[config.mk]
export PLATFORM = sky130hd
export DESIGN_NAME = exe_div_ctrl
export DESIGN_NICKNAME = d
export VERILOG_FILES = /design/src/rtl/exe_div_ctrl_pkg.sv /design/src/rtl/exe_div_ctrl_div_step.sv /design/src/rtl/exe_div_ctrl.sv
export SDC_FILE = /design/constraint.sdc
export NUM_CORES = 1
export LEC_CHECK = 0
export BUFFER_PORTS_ARGS = -buffer_cell sky130_fd_sc_hd__buf_2
export CAP_MARGIN = 10
export CORE_AREA = 5 5 181 183
export CTS_CLUSTER_SIZE = 14
export DETAILED_ROUTE_END_ITERATION = 10
export DIE_AREA = 0 0 186 188
export PLACE_DENSITY = 0.7
export SLEW_MARGIN = 20
export SYNTH_ARGS = -nofsm -noshare
export SYNTH_HDL_FRONTEND = slang
export SYNTH_SLANG_ARGS = --single-unit
[constraint.sdc]
create_clock -name cpu_clk_50M -period 5.3 [get_ports cpu_clk_50M]
set_clock_uncertainty 0.1 [all_clocks]
set_input_delay 0 -clock cpu_clk_50M [delete_from_list [all_inputs] [get_ports cpu_clk_50M]]
set_output_delay 0 -clock cpu_clk_50M [all_outputs]
set_load 0.005 [all_outputs]
[src/rtl/exe_div_ctrl_pkg.sv]
// Shared state codes and constants for the execute-stage divider sequencer.
package exe_div_ctrl_pkg;

   localparam int unsigned DIV_ITER   = 32;
   localparam int unsigned DIV_CNT_W  = 6;
   localparam logic        RST_ENABLE = 1'b0;

   typedef enum logic [1:0] {
      DivIdle    = 2'b00,
      DivDivzero = 2'b01,
      DivOn      = 2'b10,
      DivEnd     = 2'b11
   } div_state_e;

endpackage

[src/rtl/exe_div_ctrl_div_step.sv]
// One restoring-division step: shift the dividend MSB into the partial remainder,
// trial-subtract the divisor and produce the quotient bit.
module exe_div_ctrl_div_step #(
   parameter int unsigned DATA_W = 32
) (
   input  logic [DATA_W-1:0] rem_i,
   input  logic [DATA_W-1:0] dvd_i,
   input  logic [DATA_W-1:0] dvs_i,
   output logic [DATA_W-1:0] rem_o,
   output logic [DATA_W-2:0] dvd_o,
   output logic              q_o
);

   logic [DATA_W:0] trial;
   logic [DATA_W:0] diff;

   // One extra bit: the shifted remainder can reach 2*divisor-1.
   assign trial = {rem_i, dvd_i[DATA_W-1]};
   assign diff  = trial - {1'b0, dvs_i};
   assign q_o   = ~diff[DATA_W];
   assign rem_o = q_o ? diff[DATA_W-1:0] : trial[DATA_W-1:0];
   assign dvd_o = dvd_i[DATA_W-2:0];

endmodule

[src/rtl/exe_div_ctrl.sv]
// Multi-cycle DIV/DIVU sequencer with pipeline stall and annul support.
// Optional EXE_DIV_EARLY_TERM_EN: finish in two cycles when |dividend| < |divisor|.
module exe_div_ctrl
   import exe_div_ctrl_pkg::*;
#(
   parameter int unsigned DATA_W = DIV_ITER,
   parameter int unsigned CNT_W  = DIV_CNT_W
) (
   input  logic                cpu_clk_50M,
   input  logic                cpu_rst_n,
   input  logic                div_start_i,
   input  logic                div_signed_i,
   input  logic [DATA_W-1:0]   div_src1_i,
   input  logic [DATA_W-1:0]   div_src2_i,
   input  logic                div_annul_i,
   output logic                div_stall_o,
   output logic                div_ready_o,
   output logic [2*DATA_W-1:0] div_res_o
);

   div_state_e          state_q, state_d;
   logic [CNT_W-1:0]    cnt_q, cnt_d;
   logic [DATA_W-1:0]   rem_q, rem_d;
   logic [DATA_W-1:0]   dvd_q, dvd_d;
   logic [DATA_W-1:0]   dvs_q, dvs_d;
   logic                q_neg_q, q_neg_d;
   logic                r_neg_q, r_neg_d;
   logic [2*DATA_W-1:0] res_q, res_d;

   logic [DATA_W-1:0]   abs1, abs2;
   logic [DATA_W-1:0]   step_rem;
   logic [DATA_W-2:0]   step_dvd;
   logic                step_q;
   logic [DATA_W-1:0]   quot_full;
   logic                in_reset;

   assign in_reset = (cpu_rst_n == RST_ENABLE);
   assign abs1 = (div_signed_i && div_src1_i[DATA_W-1]) ? -div_src1_i : div_src1_i;
   assign abs2 = (div_signed_i && div_src2_i[DATA_W-1]) ? -div_src2_i : div_src2_i;
   assign quot_full = {step_dvd, step_q};

   exe_div_ctrl_div_step #(
      .DATA_W (DATA_W)
   ) u_div_step (
      .rem_i (rem_q),
      .dvd_i (dvd_q),
      .dvs_i (dvs_q),
      .rem_o (step_rem),
      .dvd_o (step_dvd),
      .q_o   (step_q)
   );

   always_comb begin
      state_d = state_q;
      cnt_d   = cnt_q;
      rem_d   = rem_q;
      dvd_d   = dvd_q;
      dvs_d   = dvs_q;
      q_neg_d = q_neg_q;
      r_neg_d = r_neg_q;
      res_d   = res_q;
      unique case (state_q)
         DivIdle: begin
            if (div_start_i && !div_annul_i) begin
               dvd_d   = abs1;
               dvs_d   = abs2;
               q_neg_d = div_signed_i & (div_src1_i[DATA_W-1] ^ div_src2_i[DATA_W-1]);
               r_neg_d = div_signed_i & div_src1_i[DATA_W-1];
               rem_d   = '0;
               cnt_d   = '0;
               if (div_src2_i == '0) begin
                  state_d = DivDivzero;
`ifdef EXE_DIV_EARLY_TERM_EN
               end else if (abs1 < abs2) begin
                  // Quotient is zero and the dividend already carries the remainder sign.
                  state_d = DivEnd;
                  res_d   = {div_src1_i, {DATA_W{1'b0}}};
`endif
               end else begin
                  state_d = DivOn;
               end
            end
         end
         DivOn: begin
            rem_d = step_rem;
            dvd_d = quot_full;
            cnt_d = cnt_q + 1'b1;
            if (cnt_q == CNT_W'(DATA_W - 1)) begin
               state_d = DivEnd;
               res_d   = {r_neg_q ? -step_rem : step_rem, q_neg_q ? -quot_full : quot_full};
            end
         end
         DivDivzero: begin
            state_d = DivEnd;
            res_d   = '0;
         end
         DivEnd: begin
            state_d = DivIdle;
         end
         default: begin
            state_d = DivIdle;
         end
      endcase
      if (div_annul_i) begin
         state_d = DivIdle;
         cnt_d   = '0;
         res_d   = res_q;
      end
   end

   always_ff @(posedge cpu_clk_50M) begin
      if (in_reset) begin
         state_q <= DivIdle;
         cnt_q   <= '0;
         rem_q   <= '0;
         dvd_q   <= '0;
         dvs_q   <= '0;
         q_neg_q <= 1'b0;
         r_neg_q <= 1'b0;
         res_q   <= '0;
      end else begin
         state_q <= state_d;
         cnt_q   <= cnt_d;
         rem_q   <= rem_d;
         dvd_q   <= dvd_d;
         dvs_q   <= dvs_d;
         q_neg_q <= q_neg_d;
         r_neg_q <= r_neg_d;
         res_q   <= res_d;
      end
   end

   always_comb begin
      div_stall_o = 1'b0;
      div_ready_o = 1'b0;
      div_res_o   = '0;
      if (!in_reset) begin
         div_res_o = res_q;
         if (!div_annul_i) begin
            div_stall_o = (state_q == DivOn) || (state_q == DivDivzero) ||
                          ((state_q == DivIdle) && div_start_i);
            div_ready_o = (state_q == DivEnd);
         end
      end
   end

endmodule
* Word level (Yosys, flattened, before mapping)
Cells that the tools add are included.
** Storage, ports and cells
- Input port bits :: 69
- Register bits :: 170
- Word-level logic and storage cells :: 64
- Output and inout bits :: 66
** Cells by class
- Mux-type cells :: 22
- Reductions and logical operators :: 16
- Eq/ne operators :: 6
- Bitwise gates (word level) :: 6
- $add $sub $neg :: 6
** Operator list (number)
- 2-to-1 mux 32 bit :: 7
- 2-to-1 mux 64 bit :: 2
- negator 32 bit :: 4
- case mux 32 bit (2 select lines) :: 2
- case mux 64 bit (2 select lines) :: 1
- subtractor 33 x 32 -> 33 bit :: 1
- zero test 32 bit :: 1
- case mux 6 bit (2 select lines) :: 1
- case mux 2 bit (4 select lines) :: 1
- adder 6 x 1 -> 6 bit, second input constant :: 1
- equality test 6 x 5 -> 1 bit, second input constant :: 1
- 2-to-1 mux 2 bit :: 3
- 2-to-1 mux 6 bit :: 1
- AND reduction 2 bit :: 3
- equality test 2 bit, second input constant :: 2
- logical AND 1 bit :: 4
- 2-to-1 mux 1 bit :: 4
- inequality test 2 bit, second input constant :: 2
- nonzero test 2 bit :: 2
- NOT 1 bit :: 3
- AND reduction 3 bit :: 1
- AND 1 bit :: 2
- equality test 2 x 1 -> 1 bit, second input constant :: 1
- zero test 2 bit :: 1
- 4 further kinds :: 5

* Longest topological paths before layout
Gate-level depths: netlist of the first run.
- Word-level depth :: 6
- Mapped depth :: 23

* Cells and area by module
From an unflattened synthesis of the first run, not the netlist that was laid out.
** Unflattened totals
- Cell total of the unflattened synthesis :: 1534
- Area total of the unflattened synthesis :: 12109.1 um^2
** Modules (own cells, without submodules)
- exe_div_ctrl :: cells an instance 1198, instances 1, area an instance 9517.9 um^2
- exe_div_ctrl_div_step :: cells an instance 336, instances 1, area an instance 2591.2 um^2

* Worst setup path before layout of the first run
Ideal clock, no wire load.
- Path kind :: flip-flop to flip-flop
- From :: reg dvd_q[31]
- To :: reg res_q[58]
- Slack :: 0.109 ns
- Arrival time :: 4.954 ns
- Path buffers :: 3
- Data required time :: 5.063 ns
- Cell stages (with the launch flop) :: 24
- Cell sequence :: dfxtp_1 > inv_1 > ha_1 > inv_1 > fa_1 > a211o_1 > a221o_2 > a211oi_2 > nor3b_1 > o211a_1 > inv_1 > buf_4 > buf_2 > buf_1 > nor2_1 > a21oi_1 > ha_1 > nand2_1 > or4b_4 > o31ai_2 > a41oi_1 > o41ai_2 > xnor2_1 > o22ai_1
** On the way
- Word-level cells in the longest chain between the ends :: 6
** Ends and longest elaborated chain
- start, declared :: line exe_div_ctrl.sv:24 : logic [DATA_W-1:0] dvd_q, dvd_d;
- start signal, assigned :: line exe_div_ctrl.sv:125 : dvd_q <= dvd_d;
- subtractor 33 x 32 -> 33 bit :: line exe_div_ctrl_div_step.sv:19 : assign diff = trial - {1'b0, dvs_i};
- 2-to-1 mux 32 bit (*) :: line exe_div_ctrl_div_step.sv:21 : assign rem_o = q_o ? diff[DATA_W-1:0] : trial[DATA_W-1:0];
- negator 32 bit :: line exe_div_ctrl.sv:90 : res_d = {r_neg_q ? -step_rem : step_rem, q_neg_q ? -quot_full : quot_full};
- 2-to-1 mux 32 bit (*) :: line exe_div_ctrl.sv:90
- 2-to-1 mux 64 bit (*) :: line exe_div_ctrl.sv:88 : if (cnt_q == CNT_W'(DATA_W - 1)) begin
- case mux 64 bit (2 select lines) (*) :: line exe_div_ctrl.sv:62 : unique case (state_q)
- end signal, assigned :: line exe_div_ctrl.sv:129 : res_q <= res_d;
- end, declared :: line exe_div_ctrl.sv:28 : logic [2*DATA_W-1:0] res_q, res_d;
Mark *: on every way between the ends. The rest lies on a longest branch, timed or not. The select of a mux whose other input is x is not followed.
A chain may end at the register's enable or synchronous reset.

* Worst setup path after layout of the first run
Ends and elaborated chain as after synthesis.

==> summary.txt, run 1 <==
Run status
  • Status: completed

Clock tree
  • CTS tree: built
  • CTS H-tree lvls: 4
  • Latest clock arrival within the worst-skew pair: 0.44 ns
  • Clock buffer count from CTS: 17
  • Clock root cell: clkbuf_16
  • # Post-CTS Setup Buffers: 0
  • Clock transition at the registers of the reported paths: 0.08 ns
  • # clock sinks: 170
  • Clock Path Buffers: 2

Synthesis
  • Post-synth EDFFs: 0
  • Share of the synthesized area in the top cell type: 0.279
  • Top cells by area, synth: dfxtp_1 28%, nand2_1 9.8%, xnor2_1 5.2%, o21ai_0 4.7%, xor2_1 4.5%
  • Async SR Flop Fraction: 0
  • Post-synthesis cell type count: 78
  • Gate Count Post-Synth: 1,675
  • XOR/XNOR Fraction of Synth Area: 0.0970
  • Synth Area in Adders: 0.0447
  • Synth Flop Type: dfxtp_1
  • Compound-Gate Fraction of Synth Area: 0.262
  • Syn Area/Cell: 7.28 sq um
  • Largest family of logic cells by synthesized area: compound AO/OA/AOI/OAI gates
  • Synth Register Bits: 170
  • Simple-Gate Fraction of Synth Area: 0.233
  • Syn. warnings: 0
  • Sequential area share after synthesis: 0.279
  • Post-Syn Area: 12,200 sq um
  • Synth area leader: dfxtp_1
  • Mapped Nets: 1,787
  • Mux contribution to synthesized area: 0.0140

Critical path
  • Reg2Reg Launch Point: dvd_q[31]
  • Worst-path cell chain: inv_1 > ha_1 > inv_1 > fa_1 > a211o_1 > a221o_2 > a211oi_2 > nor3b_1 > o211a_1 > inv_2 > nor2_1 > a21oi_2 > ha_1 > nand2_1 > or4b_4 > o31ai_2 > buf_4 > a41oi_1 > o41ai_2 > xnor2_1 > o22ai_1
  • Worst EP arrival: 5.10 ns
  • Worst-path fanout max: 8
  • RR Endpoint: res_q[58]
  • Cell family contributing the most delay on the critical path: compound AO/OA/AOI/OAI gates
  • Startpoint types: flop
  • Reg2Reg Setup Slack: between 0.3 and 0.4 ns
  • Setup crit end kind: flop
  • Critical Path RT: approximately 5.5 ns
  • Slowest CP cell: or4b_4
  • FF-to-FF path depth: 21
  • CP bufs+invs: 4
  • Critical Path Max Stage Delay: just over 0.5 ns
  • CP Class: flop to flop

Final layout
  • Ant diodes: 0
  • # nets final: 1,924
  • Area growth syn-to-layout: 18.3%
  • Commonest non-fill, non-tap cell in the layout: nand2_1
  • Utilization after layout: 0.464
  • Layout cell share with drive strength beyond 1: 0.116
  • Commonest non-fill, non-tap cells in the layout: 319 x nand2_1, 170 x dfxtp_1, 133 x buf_2

STA
  • Fin crit share: 0.926
  • Worst-margin pin slew: 1.00 ns
  • Slew Viols, Final: 0
  • Max Freq: 204 MHz
  • Slew Limit Headroom: 0.332
  • Final setup viols: 0
  • RSZ-0062 raised after global routing: no
  • Min cycle time layout: approximately 4.9 ns
  • Final hold violations: 0
  • Setup_tns: 0 ns

Detailed routing
  • Vias: 12,400
  • 1st-iter DRT viols: 1,259
  • WL final: 37.0 mm
  • DRC: 0
  • ANT nets after route: 0
  • WL/cell: 16.6 um
  • DR vias/cell: 5.55
  • TritonRoute pass-1 iters: 6

GRT
  • Grt total ovfl: 0
  • Pin count of the biggest net entering global routing: 102
  • First-pass GRT wire length: 59.0 mm
  • Gr usage total: 0.205
  • Vias in the first global route: 11,200
  • Initial antenna violation count: 0

Job
  • MaxCap Viol Count: 0

Worst hold path
  • Worst Hold Endpoint: dvd_q[31]
  • Hold WC Path Type: input port to flop
  • HP Start: div_src1_i[30]
  • WHS Path Cells: 5

Die
  • I/O Pins: 135
  • FP Rows: 65
  • CORE AREA: 31,100 sq um
  • Starting Density: 0.393
  • Die height: around 190 um
  • Die ar.: 35,000 sq um
  • Die Width: 186 um

Place
  • Placer's final routability congestion estimate: 0.912
  • IO buf count: 134
  • Final HPWL DP: 27.1 mm

Power
  • Lkg Pwr: 6.64 nW
  • Pwr dens: 240 nW/um^2
  • Maximum vdd drop: around 220 uV
==> kinds of logic (layout without fill, tap and decap cells) <==
group                      count (synthesis)  after routing
AOI/OAI and AO/OA                        476            476
xor gates and xnor gates                 135            135
adders and majority gates                 43             43
buffers and inverters                    223            373
DFF                                      170            170
muxes                                     17             17
and+or+nand+nor                          611            611
==> layout make-up <==
type                            count  area (sq um)
Sequential cell                   170          3400
Fill cell                        3057         16600
Clock inverter                     15           206
Tap cell                          402           503
Timing Repair Buffer              218          1470
Multi-Input combinational cell   1282          7960
Inverter                          123           462
Clock buffer                       17           425
==> worst register-to-register path, cell delays in order, from the launching register on <==
cell	delay, ns
dfxtp_1	0.35
inv_1	0.07
ha_1	0.18
inv_1	0.06
fa_1	0.40
a211o_1	0.31
a221o_2	0.45
a211oi_2	0.27
nor3b_1	0.09
o211a_1	0.31
inv_2	0.15
nor2_1	0.07
a21oi_2	0.15
ha_1	0.19
nand2_1	0.06
or4b_4	0.51
o31ai_2	0.19
buf_4	0.17
a41oi_1	0.17
o41ai_2	0.29
xnor2_1	0.16
o22ai_1	0.07
==> metrics by stage <==
step | std cells | total power (W) | hold slack [ns] | setup slack, ns | cell area [sq um]
global route | 2227 | 0.00362 | 0.0319 | 0.0414 | 14400
floorplan | 1675 | 0.00191 | 0.0449 | 0.109 | 12200
global placement | 2129 | 0.00210 | 0.270 | 0.346 | 13100
detailed placement | 2129 | 0.00211 | 0.283 | 0.236 | 13100
finish | 2227 | 0.00346 | 0.0408 | 0.392 | 14400
CTS | 2227 | 0.00346 | 0.0206 | 0.228 | 14400
==> synth_stat cells, drive strengths merged, types with 4 or more instances <==
master   instances
nand2          319
o21ai          116
xnor2           72
a31oi           12
nand2b          10
o2111ai          4
o31a             7
xor2            63
or2              4
inv            123
ha              42
a22oi            7
o211ai          14
buf             17
nor3b            5
o211a           30
nor2b           14
or3             16
nand4           16
and3            12
a311oi           4
o31ai           24
a211oi           9
mux2i           17
o21a            13
or4              8
nand3b           6
a21oi           85
nor3            35
a21o             8
nor4            12
dfxtp          170
a21boi          35
o41ai           19
clkbuf          82
o22ai           67
nor2            76
and2            45
nand3           18
==> state kept, by name, summed over array words and instances (netlist names) <==
register and count:
state_q 2, rem_q 32, dvd_q 32, r_neg_q 1, q_neg_q 1, res_q 64, cnt_q 6, dvs_q 32
==> routing by layer <==
layer / track usage / wire [um]
met1: 0.296 / 17200
met2: 0.313 / 16400
met3: 0.0355 / 2560
met4: 0.0561 / 883
met5: 0 / 0
==> worst max path at each step <==
stage / start / to / slack (ns) / cells after the start
after global placement: dvd_q[31] / res_q[28] / 0.35 / 19
after global routing: dvd_q[31] / res_q[62] / 0.04 / 21
after detailed placement: dvd_q[31] / res_q[24] / 0.24 / 19
after floorplan: dvd_q[31] / res_q[58] / 0.11 / 23
final: dvd_q[31] / res_q[58] / 0.39 / 21
after CTS: dvd_q[31] / res_q[24] / 0.23 / 19
==> where the power goes <==
part           switching, W  internal, W
registers         0.0000356      0.00132
clock network      0.000667     0.000655
logic              0.000480     0.000305
total               0.00118      0.00228
==> timing repair <==
item,in CTS,in global routing
hold buffers,66,0
setup endpoints to repair,0,7
gates resized for setup,0,4
endpoints found under the hold margin,62,0
No activity file was read; power rests on OpenSTA's default activity.
==> run 2, diff against run 1 <==
--- a/config.mk
+++ b/config.mk
@@ -12,6 +12,7 @@
 export DETAILED_ROUTE_END_ITERATION = 10
 export DIE_AREA = 0 0 186 188
 export PLACE_DENSITY = 0.7
+export RECOVER_POWER = 25
 export SLEW_MARGIN = 20
 export SYNTH_ARGS = -nofsm -noshare
 export SYNTH_HDL_FRONTEND = slang
==> constraint.sdc (replaced) <==
create_clock -name cpu_clk_50M -period 5.3 [get_ports cpu_clk_50M]
set_clock_uncertainty 0.1 [all_clocks]
set_input_delay 0.265 -clock cpu_clk_50M [delete_from_list [all_inputs] [get_ports cpu_clk_50M]]
set_output_delay 0.265 -clock cpu_clk_50M [all_outputs]
set_load 0.005 [all_outputs]
==> run 2 against run 1 <==
Core utilization is 2.3 points lower. Largest cell class unchanged. Wire length is 3.2% lower. Clock power hardly changed. Maximum frequency is 1.2% higher. Final cell count is 3.0% lower. Largest power group unchanged. Critical path depth stayed put. Global-route usage is 0.48 points lower. Critical path type unchanged. Count of clock-buffer cells in the layout stayed put. Non-clock buffer count is 66 lower. Via count is 3.1% lower. Final area is 4.9% lower. The flow now finishes with violations (capacitance limit, slew limit). Setup slack better by 0.056 ns.
==> summary.txt, run 2 (synthesis results as in run 1) <==
Clock tree
  • CTS H-tree lvls: 4
  • Clock Path Buffers: 2
  • Clock buffer count from CTS: 17
  • CTS tree: built
  • Clock root cell: clkbuf_16
  • Latest clock arrival within the worst-skew pair: 0.45 ns
  • # Post-CTS Setup Buffers: 0
  • Clock transition at the registers of the reported paths: approximately 0.08 ns
  • # clock sinks: 170

Critical path
  • Worst-path fanout max: 8
  • Startpoint types: flop
  • Critical Path RT: between 5 and 6 ns
  • Setup crit end kind: flop
  • Worst EP arrival: 5.04 ns
  • CP Class: flop to flop

GRT
  • First-pass GRT wire length: 57.6 mm
  • Initial antenna violation count: 0
  • Grt total ovfl: 0
  • Gr usage total: 0.200
  • Vias in the first global route: around 11,000
  • Pin count of the biggest net entering global routing: 114

Die
  • Starting Density: 0.393
  • Die height: 188 um
  • Die ar.: 35,000 sq um
  • I/O Pins: 135
  • FP Rows: 65
  • Die Width: between 150 and 200 um
  • CORE AREA: between 30,000 and 40,000 sq um

STA
  • Final setup viols: 0
  • Worst-margin pin slew: about 2.2 ns
  • Slew Limit Headroom: -0.465
  • Min cycle time layout: 4.85 ns
  • Fin crit share: 0.915
  • Setup_tns: 0 ns
  • Max Freq: 206 MHz
  • Slew Viols, Final: 114
  • RSZ-0062 raised after global routing: no
  • Crit path setup slack, layout: 0.448 ns
  • Final hold violations: 0

Detailed routing
  • DR vias/cell: 5.54
  • DRC: 0
  • 1st-iter DRT viols: 952
  • WL/cell: between 15 and 20 um
  • ANT nets after route: 0
  • TritonRoute pass-1 iters: 5
  • Vias: 12,000
  • WL final: 35.8 mm

Final layout
  • # nets final: 1,858
  • Layout cell share with drive strength beyond 1: 0.105
  • Utilization after layout: 0.441
  • Commonest non-fill, non-tap cells in the layout: 319 x nand2_1, 170 x dfxtp_1, 122 x inv_1
  • Commonest non-fill, non-tap cell in the layout: nand2_1
  • Reg with most FFs: res_q
  • Ant diodes: 0
  • Area growth syn-to-layout: 12.5%
  • Fill count: ~3,200
  • Max FFs per register: 64

Place
  • Final HPWL DP: 27.1 mm
  • Dpl ws: 0.288 ns
  • Placer's final routability congestion estimate: between 0.9 and 1
  • IO buf count: roughly 130

Power
  • Lkg Pwr: 6.25 nW
  • Maximum vdd drop: 229 uV
  • Pwr dens: ~250 nW/um^2

Run status
  • Status: finished with violations
  • Violated checks: capacitance limit, slew limit

Worst hold path
  • Hold WC Path Type: input port to flop

Job
  • MaxCap Viol Count: 1
[run 2: metal layers]
metal,global-route usage,share of wire,up-vias
li1,-,-,6025
met1,0.296,0.47,5504
met2,0.298,0.43,396
met3,0.0250,0.067,55
met4,0.0692,0.029,0
met5,0,0,-
[run 2: final cells by class]
cell class              instances  area (sq um)  area share
well taps                     402           503      0.0367
inverters                     123           462      0.0337
flip-flops and latches        170          3400       0.248
clock buffers                  17           425      0.0310
clock inverters                15           201      0.0147
repair buffers                152           773      0.0564
multi-input cells            1282          7950       0.579
[run 2: metrics by stage]
stage / power [W] / hold WS (ns) / instances / area, sq um
after global placement: 0.00210 / 0.351 / 2129 / 13100
after global routing: 0.00358 / 0.119 / 2161 / 13700
after CTS: 0.00343 / 0.0791 / 2161 / 13700
after detailed placement: 0.00211 / 0.364 / 2129 / 13100
final: 0.00341 / 0.0935 / 2161 / 13700
after floorplan: 0.00191 / 0.310 / 1675 / 12200
[run 2: final timing paths]
| kind | start | to | slack [ns] | cells after the start |
|---|---|---|---|---|
| max | dvd_q[31] | res_q[58] | 0.45 | 21 |
| min reg2reg | q_neg_q | q_neg_q | 0.37 | 2 |
| max reg2reg | dvd_q[31] | res_q[58] | 0.45 | 21 |
| min | div_src2_i[14] | dvs_q[14] | 0.09 | 3 |
[run 2: worst max-delay path, stage by stage (launching register included)]
cell	delay, ns
dfxtp_1	0.34
inv_1	0.07
ha_1	0.16
inv_1	0.05
fa_1	0.40
a211o_1	0.31
a221o_2	0.37
a211oi_2	0.25
nor3b_1	0.09
o211a_1	0.31
inv_2	0.16
nor2_1	0.06
a21oi_1	0.21
ha_1	0.21
nand2_1	0.05
or4b_4	0.51
o31ai_2	0.20
buf_4	0.17
a41oi_1	0.16
o41ai_2	0.27
xnor2_1	0.16
o22ai_1	0.08
[run 2: where the power goes]
group	total, W	leakage [nW]	switching (W)	internal, W
combinational	0.000742	4.57	0.000468	0.000273
clock	0.00132	0.303	0.000663	0.000655
sequential	0.00135	1.38	0.0000345	0.00132
[run 2: repair_timing]
action                                 4_1_cts  5_1_grt
endpoints found under the hold margin        0        0
resized for setup                            0        2
hold buffers                                 0        0
setup endpoints to repair                    0        6
